$ cat src/rtl/seq_tx_pkg.sv
// Shared types and constants for the serial frame transmitter.
package seq_tx_pkg;

  typedef enum logic [1:0] {
    IDLE  = 2'b00,
    SHIFT = 2'b01,
    GAP   = 2'b10
  } state_t;

  localparam logic [3:0] DEFAULT_PREAMBLE = 4'b1010;

endpackage

$ cat src/rtl/piso_shift_reg.sv
// Parallel-load, shift-left register exposing its MSB; zeros shift in from the LSB.
module piso_shift_reg #(
  parameter int unsigned WIDTH = 12
) (
  input  logic             clk,
  input  logic             reset,
  input  logic             load,
  input  logic             shift,
  input  logic [WIDTH-1:0] din,
  output logic             msb
);

  logic [WIDTH-1:0] sr;

  always_ff @(posedge clk) begin
    if (reset) begin
      sr <= '0;
    end else if (load) begin
      sr <= din;
    end else if (shift) begin
      sr <= sr << 1;
    end
  end

  assign msb = sr[WIDTH-1];

endmodule

$ cat src/rtl/seq_frame_tx.sv
// Serial frame transmitter: preamble then payload (both MSB first), then an idle gap.
module seq_frame_tx
  import seq_tx_pkg::*;
#(
  parameter int unsigned      DATA_W     = 8,
  parameter int unsigned      PRE_W      = 4,
  parameter logic [PRE_W-1:0] PREAMBLE   = PRE_W'(DEFAULT_PREAMBLE),
  parameter int unsigned      GAP_CYCLES = 2,
  parameter int unsigned      COUNT_W    = 16
) (
  input  logic               clk,
  input  logic               reset,
  input  logic [DATA_W-1:0]  data_in,
  input  logic               data_valid,
  output logic               data_ready,
  output logic               out,
  output logic               out_valid,
  output logic               out_is_data,
  output logic               busy,
  output logic               frame_done,
  output logic [COUNT_W-1:0] frame_count
);

  localparam int unsigned FRAME_W = PRE_W + DATA_W;
  localparam int unsigned CNT_W   = $clog2(FRAME_W + 1);
  localparam int unsigned GAP_W   = (GAP_CYCLES > 0) ? $clog2(GAP_CYCLES + 1) : 1;

  state_t             state;
  state_t             state_next;
  logic [CNT_W-1:0]   bit_cnt;
  logic [GAP_W-1:0]   gap_cnt;
  logic               accept;
  logic               last_bit;
  logic               gap_last;
  logic               sr_msb;

  assign accept   = data_valid && (state == IDLE);
  assign last_bit = (state == SHIFT) && (bit_cnt == CNT_W'(FRAME_W - 1));
  // Never true when GAP_CYCLES is 0 because GAP is unreachable then.
  assign gap_last = (state == GAP) && (gap_cnt == GAP_W'(GAP_CYCLES - 1));

  piso_shift_reg #(
    .WIDTH (FRAME_W)
  ) u_piso (
    .clk   (clk),
    .reset (reset),
    .load  (accept),
    .shift (state == SHIFT),
    .din   ({PREAMBLE, data_in}),
    .msb   (sr_msb)
  );

  always_comb begin
    state_next = state;
    unique case (state)
      IDLE:    if (data_valid) state_next = SHIFT;
      SHIFT:   if (last_bit) state_next = (GAP_CYCLES == 0) ? IDLE : GAP;
      GAP:     if (gap_last) state_next = IDLE;
      default: state_next = IDLE;
    endcase
  end

  always_ff @(posedge clk) begin
    if (reset) begin
      state       <= IDLE;
      bit_cnt     <= '0;
      gap_cnt     <= '0;
      frame_done  <= 1'b0;
      frame_count <= '0;
    end else begin
      state      <= state_next;
      frame_done <= last_bit;
      if (last_bit) frame_count <= frame_count + COUNT_W'(1);
      if (accept) begin
        bit_cnt <= '0;
      end else if (state == SHIFT) begin
        bit_cnt <= bit_cnt + CNT_W'(1);
      end
      if (state == GAP) begin
        gap_cnt <= gap_cnt + GAP_W'(1);
      end else begin
        gap_cnt <= '0;
      end
    end
  end

  assign data_ready  = (state == IDLE);
  assign busy        = (state != IDLE);
  assign out_valid   = (state == SHIFT);
  assign out         = (state == SHIFT) && sr_msb;
  assign out_is_data = (state == SHIFT) && (bit_cnt >= CNT_W'(PRE_W));

endmodule

$ cat config.mk
export PLATFORM = sky130hd
export DESIGN_NAME = seq_frame_tx
export DESIGN_NICKNAME = d
export VERILOG_FILES = /design/src/rtl/seq_tx_pkg.sv /design/src/rtl/piso_shift_reg.sv /design/src/rtl/seq_frame_tx.sv
export SDC_FILE = /design/constraint.sdc
export NUM_CORES = 1
export LEC_CHECK = 0
export CELL_PAD_IN_SITES_DETAIL_PLACEMENT = 0
export CELL_PAD_IN_SITES_GLOBAL_PLACEMENT = 2
export CORE_MARGIN = 2
export CORE_UTILIZATION = 28
export CTS_BUF_LIST = sky130_fd_sc_hd__clkbuf_8
export DETAILED_ROUTE_END_ITERATION = 7
export GPL_TIMING_DRIVEN = 0
export PLACE_DENSITY = 0.88
export SKIP_CTS_REPAIR_TIMING = 1
export SYNTH_ARGS = -nofsm -noshare
export SYNTH_HDL_FRONTEND = slang
export SYNTH_SLANG_ARGS = --single-unit
export TNS_END_PERCENT = 20
$ cat constraint.sdc
create_clock -name clk -period 2 [get_ports clk]
set_clock_uncertainty 0.05 [all_clocks]
set_input_delay 0.2 -clock clk [delete_from_list [all_inputs] [get_ports clk]]
set_output_delay 0.2 -clock clk [all_outputs]
set_load 0.02 [all_outputs]
==> impl_metrics.json, run 1 <==
{
  "die_h_um": 79.4,
  "grt_pass1_wl_mm": 6.10,
  "cts_buffer_depth": 2,
  "status": "finished with violations",
  "synth_top_family_by_area": "simple AND/OR/NAND/NOR gates",
  "p_int_mw": 1.04,
  "netSwitchingPower_mw": 0.329,
  "area_delta_synth_final_pct": 34.1,
  "track_usage_pct": 12.5,
  "grt_antenna_before_repair": 0,
  "routedWlPerCell_um": 12.3,
  "critPathKind": "register to register",
  "worst_pin_slew_ps": 649,
  "start_kind": "register",
  "drt_wl_total_mm": 3.68,
  "min_path_type": "register to register",
  "hpwl_mm": 2.59,
  "most-common-layout-cells": "30 x dfxtp_1, 29 x clkdlybuf4s50_1, 27 x nand2_1",
  "cts_tree": "built",
  "yosysSeqAreaShare_pct": 46.5,
  "ys_seq_elements": 37,
  "synth.area.mux_share_pct": 0,
  "path_common_cell": "or4_1",
  "worstSetupEndpointType": "register",
  "synth_compound_area_share_pct": 13.4,
  "irDropWorstVdd_uv": 240,
  "finalNonFillerCells": 299,
  "cap_violations": 0,
  "drc": 0,
  "worstPathArrival_ps": 2220,
  "rsz0062_at_grt": "yes",
  "grt-ovfl-total": 0,
  "initial_core_util_pct": 28.9,
  "seqPwrFrac_pct": 55.9,
  "ys_async_sr_fraction_pct": 0,
  "clock_sinks": 37,
  "drive_above_1_share_pct": 12.8,
  "synthSimpleGateAreaFrac_pct": 28.2,
  "violations": "setup timing",
  "clkSlewWorstSetupHoldPaths_ps": 70,
  "antenna_left": 0,
  "p_clk_share_pct": 35.3,
  "timing.final.ws_setup_ps": -62.4,
  "avgSynthCellArea_um2": 8.51,
  "syn_nets": 201,
  "antenna_cells": 0,
  "yosys_warnings": 0,
  "min_period_ps": 2060,
  "critPathMaxStageDelay_ps": 500,
  "routed-via-count": 1443,
  "place_ws_ps": -432,
  "crit_slowest_cell": "or4_1",
  "fin_crit_sh_pct": 103,
  "final_common_cell": "dfxtp_1",
  "grt_util_met2_pct": 19.8,
  "global_route.usage.met3_pct": 3.05,
  "dp.cells": 291,
  "port_buffers": 32,
  "coreArea_mm2": 0.00551,
  "cts_root_buf": "clkbuf_8",
  "grt-busiest-layer": "met2",
  "finalHoldViolations": 0,
  "grt_max_degree": 11,
  "first_iter_violations": 48,
  "viasPerCell": 4.83,
  "ys_types": 36,
  "leakage_nw": 0.780,
  "combPwrFrac_pct": 8.8,
  "gp_congestion": 0.701,
  "syn_area_mm2": 0.00159,
  "dieArea_mm2": 0.00630,
  "path_cells": "ha_4, nand3b_4, or4_1, buf_2, or4_1, a21oi_1",
  "worst-path-max-fanout": 9,
  "clkLatencyLatePin_ps": 280,
  "htree_levels": 2,
  "p_total_mw": 1.37,
  "ys.flop_type": "dfxtp_1",
  "maxSlewViolCount": 0,
  "use_met1_pct": 16.1,
  "max_slew_margin_pct": 56.6,
  "synth_cells": 187,
  "die_w_um": 79.4,
  "num_io_pins": 33,
  "clock.fmax_ghz": 0.485,
  "cp.required_ps": 2160,
  "cts_buffers": 5,
  "nets": 240,
  "swShare_pct": 24.0,
  "p_per_area_mw_per_mm2": 641,
  "setup_viol": 3,
  "synth_edf_count": 0,
  "tns_ps": -83.0,
  "first_pass_iters": 4,
  "grt_pass1_vias": 1338,
  "yosys.area_share.xor_xnor_pct": 6.05,
  "placementRows": 27,
  "yosys.area_share.adder_pct": 2.36
}
## critical path: cells and delay by family, from the launching register on
family	cells	cell delay (ps)
simple gates	3	1080
buf+inv	1	180
compound gates	1	140
fa+ha+maj	1	170
flops	1	370
## synth_stat cells (3+ instances only)
cell type | count | area, um^2
dfxtp_1 | 37 | 741
or4_1 | 3 | 22.5
nor3_1 | 3 | 15.0
xnor2_1 | 7 | 61.3
inv_1 | 4 | 15.0
clkbuf_1 | 4 | 15.0
a22oi_1 | 7 | 52.6
xor2_1 | 4 | 35.0
nand3_1 | 7 | 35.0
nand2_1 | 27 | 101
a21oi_1 | 19 | 95.1
ha_1 | 3 | 37.5
o21ai_0 | 6 | 30.0
nand4_1 | 4 | 25.0
or3_2 | 3 | 22.5
nor2_1 | 22 | 82.6
## sequential cells by signal (all words and copies together), names as in the netlist
register,count
frame_count,16
u_piso.sr,12
bit_cnt,4
gap_cnt,2
state,2
frame_done,1
## area by class of cell
cell class / count / area [um^2]
inverter: 5 / 22.5
timing repair buffer: 32 / 328
fill: 575 / 3370
clock inverter: 3 / 11.3
buffer: 8 / 43.8
sequential: 37 / 752
multi-input combinational: 137 / 818
clock buffer: 5 / 68.8
tap: 72 / 90.1
## metrics by stage
step | instance area, um^2 | hold slack, ps | util, %
6_report | 2130 | 373 | 38.8
5_1_grt | 2130 | 401 | 38.8
4_1_cts | 2100 | 378 | 38.1
3_5_place_dp | 2020 | 367 | 36.7
3_3_place_gp | 2020 | 360 | 36.7
2_1_floorplan | 1610 | 240 | -
## power by group through the flow
stage	combinational (mW)	clock, mW	sequential (mW)
2_1_floorplan	0.0670	0	0.779
3_3_place_gp	0.117	0	0.781
3_5_place_dp	0.117	0	0.781
4_1_cts	0.118	0.505	0.764
5_1_grt	0.134	0.537	0.767
6_report	0.121	0.483	0.765
## routing by layer
layer	part of all wire [%]	vias up
li1	-	736
met1	50	674
met2	45	26
met3	3.6	7
met4	1.5	0
met5	0	-
## worst paths after layout
path	start	to	slack [ps]	cells past startpoint
max reg2reg	bit_cnt[1]	frame_count[14]	-60	6
min reg2reg	gap_cnt[0]	gap_cnt[0]	370	1
min	gap_cnt[0]	gap_cnt[0]	370	1
max	bit_cnt[1]	frame_count[14]	-60	6
## cells by family (layout without fill, tap and decap cells)
kind of cell,Yosys count,after routing
buffers and inverters,13,53
AND/OR/NAND/NOR,86,86
adder cells (fa/ha/maj),3,3
flip-flops,37,37
AO/OA/AOI/OAI,37,37
XOR/XNOR,11,11
No activity file was read; power rests on OpenSTA's default activity.
==> inputs of run 2 (changes only) <==
--- a/config.mk
+++ b/config.mk
@@ -11,7 +11,6 @@
 export CORE_UTILIZATION = 28
 export CTS_BUF_LIST = sky130_fd_sc_hd__clkbuf_8
 export DETAILED_ROUTE_END_ITERATION = 7
-export GPL_TIMING_DRIVEN = 0
 export PLACE_DENSITY = 0.88
 export SKIP_CTS_REPAIR_TIMING = 1
 export SYNTH_ARGS = -nofsm -noshare
==> impl_metrics.json, run 2 (synthesis gave the netlist of run 1 again) <==
{
  "status": "completed",
  "cp.required_ps": 2190,
  "rsz0062_at_grt": "no",
  "grt_antenna_before_repair": 0,
  "coreArea_mm2": 0.00551,
  "initial_core_util_pct": 28.9,
  "antenna_left": 0,
  "start_kind": "register",
  "clkLatencyLatePin_ps": 300,
  "r2r-start": "bit_cnt[0]",
  "hp-start": "gap_cnt[0]",
  "worstPathArrival_ps": 2120,
  "regMostFlops": "frame_count",
  "critPathKind": "register to register",
  "viasPerCell": 4.69,
  "worstSetupEndpointType": "register",
  "maxSlewViolCount": 0,
  "routed-via-count": 1476,
  "area_delta_synth_final_pct": 44.1,
  "grt-ovfl-total": 0,
  "regToRegSetupSlack_ps": 70,
  "first_iter_violations": 67,
  "hold_end": "gap_cnt[0]",
  "cts_tree": "built",
  "p_per_area_mw_per_mm2": 676,
  "gp_congestion": 0.760,
  "largest_reg_flops": 16,
  "reg.largest.list": "frame_count x16, u_piso.sr x12, bit_cnt x4",
  "fin_crit_sh_pct": 96.6,
  "max_slew_margin_pct": 66.2,
  "track_usage_pct": 12.6,
  "setup_viol": 0,
  "r2r-end": "frame_count[14]",
  "cts_buffer_depth": 2,
  "first_pass_iters": 4,
  "cap_violations": 0,
  "drive_above_1_share_pct": 20.2,
  "clock_sinks": 37,
  "dp.cells": 307,
  "dieArea_mm2": 0.00630,
  "min_path_type": "register to register",
  "timing.final.ws_setup_ps": 68.3,
  "die_h_um": 79.4,
  "clkSlewWorstSetupHoldPaths_ps": 80,
  "finalHoldViolations": 0,
  "nets": 256,
  "worst_pin_slew_ps": 506,
  "routedWlPerCell_um": 11.6,
  "antenna_cells": 0,
  "worst-path-max-fanout": 9,
  "min_period_ps": 1930,
  "placementRows": 27,
  "die_w_um": 79.4,
  "final_common_cell": "dfxtp_1",
  "most-common-layout-cells": "32 x dfxtp_1, 30 x clkdlybuf4s50_1, 27 x nand2_1",
  "r2r_cells": 5,
  "clock.fmax_ghz": 0.518,
  "cts_root_buf": "clkbuf_8",
  "drt_wl_total_mm": 3.65,
  "worst_hold_slack_ps": 367,
  "grt_pass1_wl_mm": 6.24,
  "cts_buffers": 5,
  "leakage_nw": 0.870,
  "place_ws_ps": -33.4,
  "irDropWorstVdd_uv": 225,
  "num_io_pins": 33,
  "finalNonFillerCells": 315,
  "port_buffers": 32,
  "drc": 0,
  "grt_max_degree": 19,
  "p_total_mw": 1.55,
  "whs_path_depth": 1,
  "hpwl_mm": 2.69,
  "grt_pass1_vias": 1388,
  "htree_levels": 2
}
run 2: cell count changes in the layout (fill, tap and decap cells not counted), sizes merged, moves of 2 or more:
cell	change
buf	+21
clkbuf	-5
inv	-3
clkinv	+2
run 2: per-stage QoR:
stage          cell area, um^2  TNS (ps)  util, %
2_1_floorplan             1610         0        -
3_3_place_gp              2160     -10.6     39.3
3_5_place_dp              2160     -33.4     39.3
4_1_cts                   2280      -116     41.4
5_1_grt                   2290         0     41.6
6_report                  2290         0     41.6
run 2: worst max path at each step:
stage / start / endpoint / slack, ps / cells past startpoint
3_3_place_gp: bit_cnt[1] / frame_count[14] / -10 / 5
6_report: bit_cnt[0] / frame_count[14] / 70 / 5
4_1_cts: bit_cnt[1] / frame_count[14] / -60 / 5
2_1_floorplan: bit_cnt[0] / frame_count[14] / 10 / 6
5_1_grt: bit_cnt[0] / frame_count[14] / 2 / 5
3_5_place_dp: bit_cnt[1] / frame_count[14] / -30 / 5
run 2: final cells by class:
cell class / instances / area [um^2]
repair buffers: 56 / 505
clock buffers: 5 / 68.8
clock inverters: 3 / 46.3
flip-flops and latches: 37 / 747
well taps: 72 / 90.1
fillers: 556 / 3210
inverters: 5 / 18.8
multi-input cells: 137 / 817
run 2: where the power goes:
part           switching [mW]  internal (mW)
combinational          0.0637         0.0574
clock                   0.291          0.373
sequential             0.0106          0.754
total                   0.365           1.18
run 2: layer usage:
layer  share of wire (%)  wire (um)  GRT usage [%]
met3                 5.1        186           4.07
met4                 1.7         63           4.66
met5                   0          0              0
met1                  48       1740           16.2
met2                  45       1660           19.7
run 2: critical path, cell delays in order (launching register included):
cell and delay (ps):
dfxtp_1 370, ha_4 170, nand3b_4 80, or4_4 540, or4_1 510, a21oi_1 140
==> inputs of run 3 (changes only) <==
--- a/config.mk
+++ b/config.mk
@@ -7,13 +7,13 @@
 export LEC_CHECK = 0
 export CELL_PAD_IN_SITES_DETAIL_PLACEMENT = 0
 export CELL_PAD_IN_SITES_GLOBAL_PLACEMENT = 2
-export CORE_MARGIN = 2
-export CORE_UTILIZATION = 28
+export CORE_UTILIZATION = 29
 export CTS_BUF_LIST = sky130_fd_sc_hd__clkbuf_8
 export DETAILED_ROUTE_END_ITERATION = 7
-export PLACE_DENSITY = 0.88
+export PLACE_DENSITY = 0.87
 export SKIP_CTS_REPAIR_TIMING = 1
 export SYNTH_ARGS = -nofsm -noshare
 export SYNTH_HDL_FRONTEND = slang
+export SYNTH_HIERARCHICAL = 1
 export SYNTH_SLANG_ARGS = --single-unit
 export TNS_END_PERCENT = 20
==> impl_metrics.json, run 3 <==
{
  "avgSynthCellArea_um2": 9.23,
  "ys.flop_type": "dfxtp_1",
  "cts_tree": "built",
  "critPathKind": "register to register",
  "viasPerCell": 4.63,
  "status": "completed",
  "seqPwrFrac_pct": 48.8,
  "synthSimpleGateAreaFrac_pct": 24.9,
  "cap_violations": 0,
  "antenna_cells": 0,
  "yosys.area.top_type": "dfxtp_1",
  "initial_core_util_pct": 30.8,
  "yosysSeqAreaShare_pct": 42.7,
  "reg.largest.list": "frame_count x16, u_piso/sr x12, bit_cnt x4",
  "cts_root_buf": "clkbuf_8",
  "p_clk_share_pct": 41.7,
  "regMostFlops": "frame_count",
  "clkLatencyLatePin_ps": 300,
  "first_iter_violations": 50,
  "coreArea_mm2": 0.00564,
  "start_kind": "register",
  "tns_ps": 0,
  "syn_area_mm2": 0.00174,
  "synth.area.mux_share_pct": 6.92,
  "routed-via-count": 1385,
  "clock_sinks": 37,
  "synth_cells": 188,
  "fin_crit_sh_pct": 92.3,
  "maxSlewViolCount": 0,
  "worst_pin_slew_ps": 499,
  "netSwitchingPower_mw": 0.376,
  "rsz0062_at_grt": "no",
  "routedWlPerCell_um": 11.9,
  "ys_async_sr_fraction_pct": 0,
  "ys_top_cells_by_count": "37 x dfxtp_1, 20 x nor2_1, 12 x mux2i_1",
  "leakage_nw": 0.828,
  "place_ws_ps": 196,
  "gp_congestion": 0.731,
  "htree_levels": 2,
  "final_common_cell": "dfxtp_1",
  "yosys.area_share.xor_xnor_pct": 5.55,
  "drt_wl_total_mm": 3.56,
  "synth_edf_count": 0,
  "worst-path-max-fanout": 7,
  "grt_antenna_before_repair": 0,
  "antenna_left": 0,
  "ys_seq_elements": 37,
  "hpwl_mm": 2.59,
  "synth.area.top_cells": "dfxtp_1 43%, a211oi_2 7.2%, mux2i_1 6.9%, nor2_1 4.3%, xor2_1 4.0%",
  "synth.top_cell.area_share_pct": 42.7,
  "placementRows": 27,
  "p_per_area_mw_per_mm2": 697,
  "cts_buffers": 5,
  "regArea_um2": 743,
  "cts_buffer_depth": 2,
  "area_delta_synth_final_pct": 31.2,
  "max_slew_margin_pct": 66.7,
  "most-common-layout-cells": "35 x dfxtp_1, 31 x clkdlybuf4s50_1, 20 x nor2_1",
  "die_h_um": 79.4,
  "largest_reg_flops": 16,
  "multiInputGateArea_um2": 931,
  "yosys.area_share.adder_pct": 2.16,
  "clkSlewWorstSetupHoldPaths_ps": 80,
  "swShare_pct": 23.7,
  "min_period_ps": 1850,
  "worstPathArrival_ps": 2020,
  "track_usage_pct": 12.2,
  "drive_above_1_share_pct": 13.7,
  "min_path_type": "register to register",
  "finalHoldViolations": 0,
  "yosys_warnings": 6,
  "die_w_um": 79.4,
  "p_int_mw": 1.21,
  "combPwrFrac_pct": 9.5,
  "grt-ovfl-total": 0,
  "yosys.cell_count.top_type": "dfxtp_1",
  "worstSetupEndpointType": "register",
  "dieArea_mm2": 0.00630,
  "first_pass_iters": 4,
  "drc": 0,
  "grt_pass1_vias": 1236,
  "cp.required_ps": 2170,
  "synth_top_family_by_area": "simple AND/OR/NAND/NOR gates",
  "grt_max_degree": 18,
  "setup_viol": 0,
  "nets": 240,
  "fill_cells": 587,
  "clock.fmax_ghz": 0.542,
  "synth_compound_area_share_pct": 13.3,
  "grt_pass1_wl_mm": 5.84,
  "ys_types": 35,
  "timing.final.ws_setup_ps": 154,
  "irDropWorstVdd_uv": 271,
  "port_buffers": 32,
  "num_io_pins": 33
}
run 3: cells by family after synthesis:
group | Yosys count
other cells | 2
compound gates | 29
fa+ha+maj | 3
flops | 37
buf+inv | 16
xor+xnor | 11
simple gates | 78
mux | 12
run 3: cell type report:
class                      instances  share of cell area (%)
clock buffer                       5                    3.02
timing repair buffer              39                    16.5
sequential                        37                    32.6
tap                               72                    3.96
clock inverter                     3                    2.03
inverter                           6                   0.989
multi-input combinational        137                    40.9
run 3: per-layer routing:
metal	track usage, %	vias up	part of all wire [%]
li1	-	730	-
met1	14.4	628	48
met2	20.1	21	47
met3	3.10	6	2.7
met4	6.55	0	2.1
met5	0	-	0
run 3: power groups by stage:
stage                     sequential [mW]  clock (mW)  combinational (mW)
after floorplan                     0.789           0               0.103
after detailed placement            0.792           0               0.152
after global routing                0.778       0.702               0.166
final                               0.775       0.661               0.151
after CTS                           0.775       0.683               0.153
after global placement              0.792           0               0.152
run 3: worst paths after layout:
check             startpoint        endpoint  slack [ps]  depth (start not counted)
setup / recovery  bit_cnt[0]  frame_count[9]         150                          5
hold / removal    gap_cnt[0]      gap_cnt[0]         380                          1
hold reg to reg   gap_cnt[0]      gap_cnt[0]         380                          1
setup reg to reg  bit_cnt[0]  frame_count[9]         150                          5
run 3: per-stage QoR:
stage / hold slack [ps] / utilization, % / total power, mW / std cells / area (um^2)
6_report: 378 / 40.4 / 1.59 / 299 / 2280
3_5_place_dp: 371 / 38.2 / 0.944 / 291 / 2160
2_1_floorplan: 215 / - / 0.892 / 190 / 1740
3_3_place_gp: 360 / 38.2 / 0.944 / 291 / 2160
4_1_cts: 382 / 40.3 / 1.61 / 299 / 2270
5_1_grt: 401 / 40.4 / 1.64 / 299 / 2280
run 3: critical path, stage by stage, from the launching register on:
cell,delay [ps]
dfxtp_1,370
ha_1,190
nand3b_1,150
or3_1,480
or3_1,370
a21oi_1,160
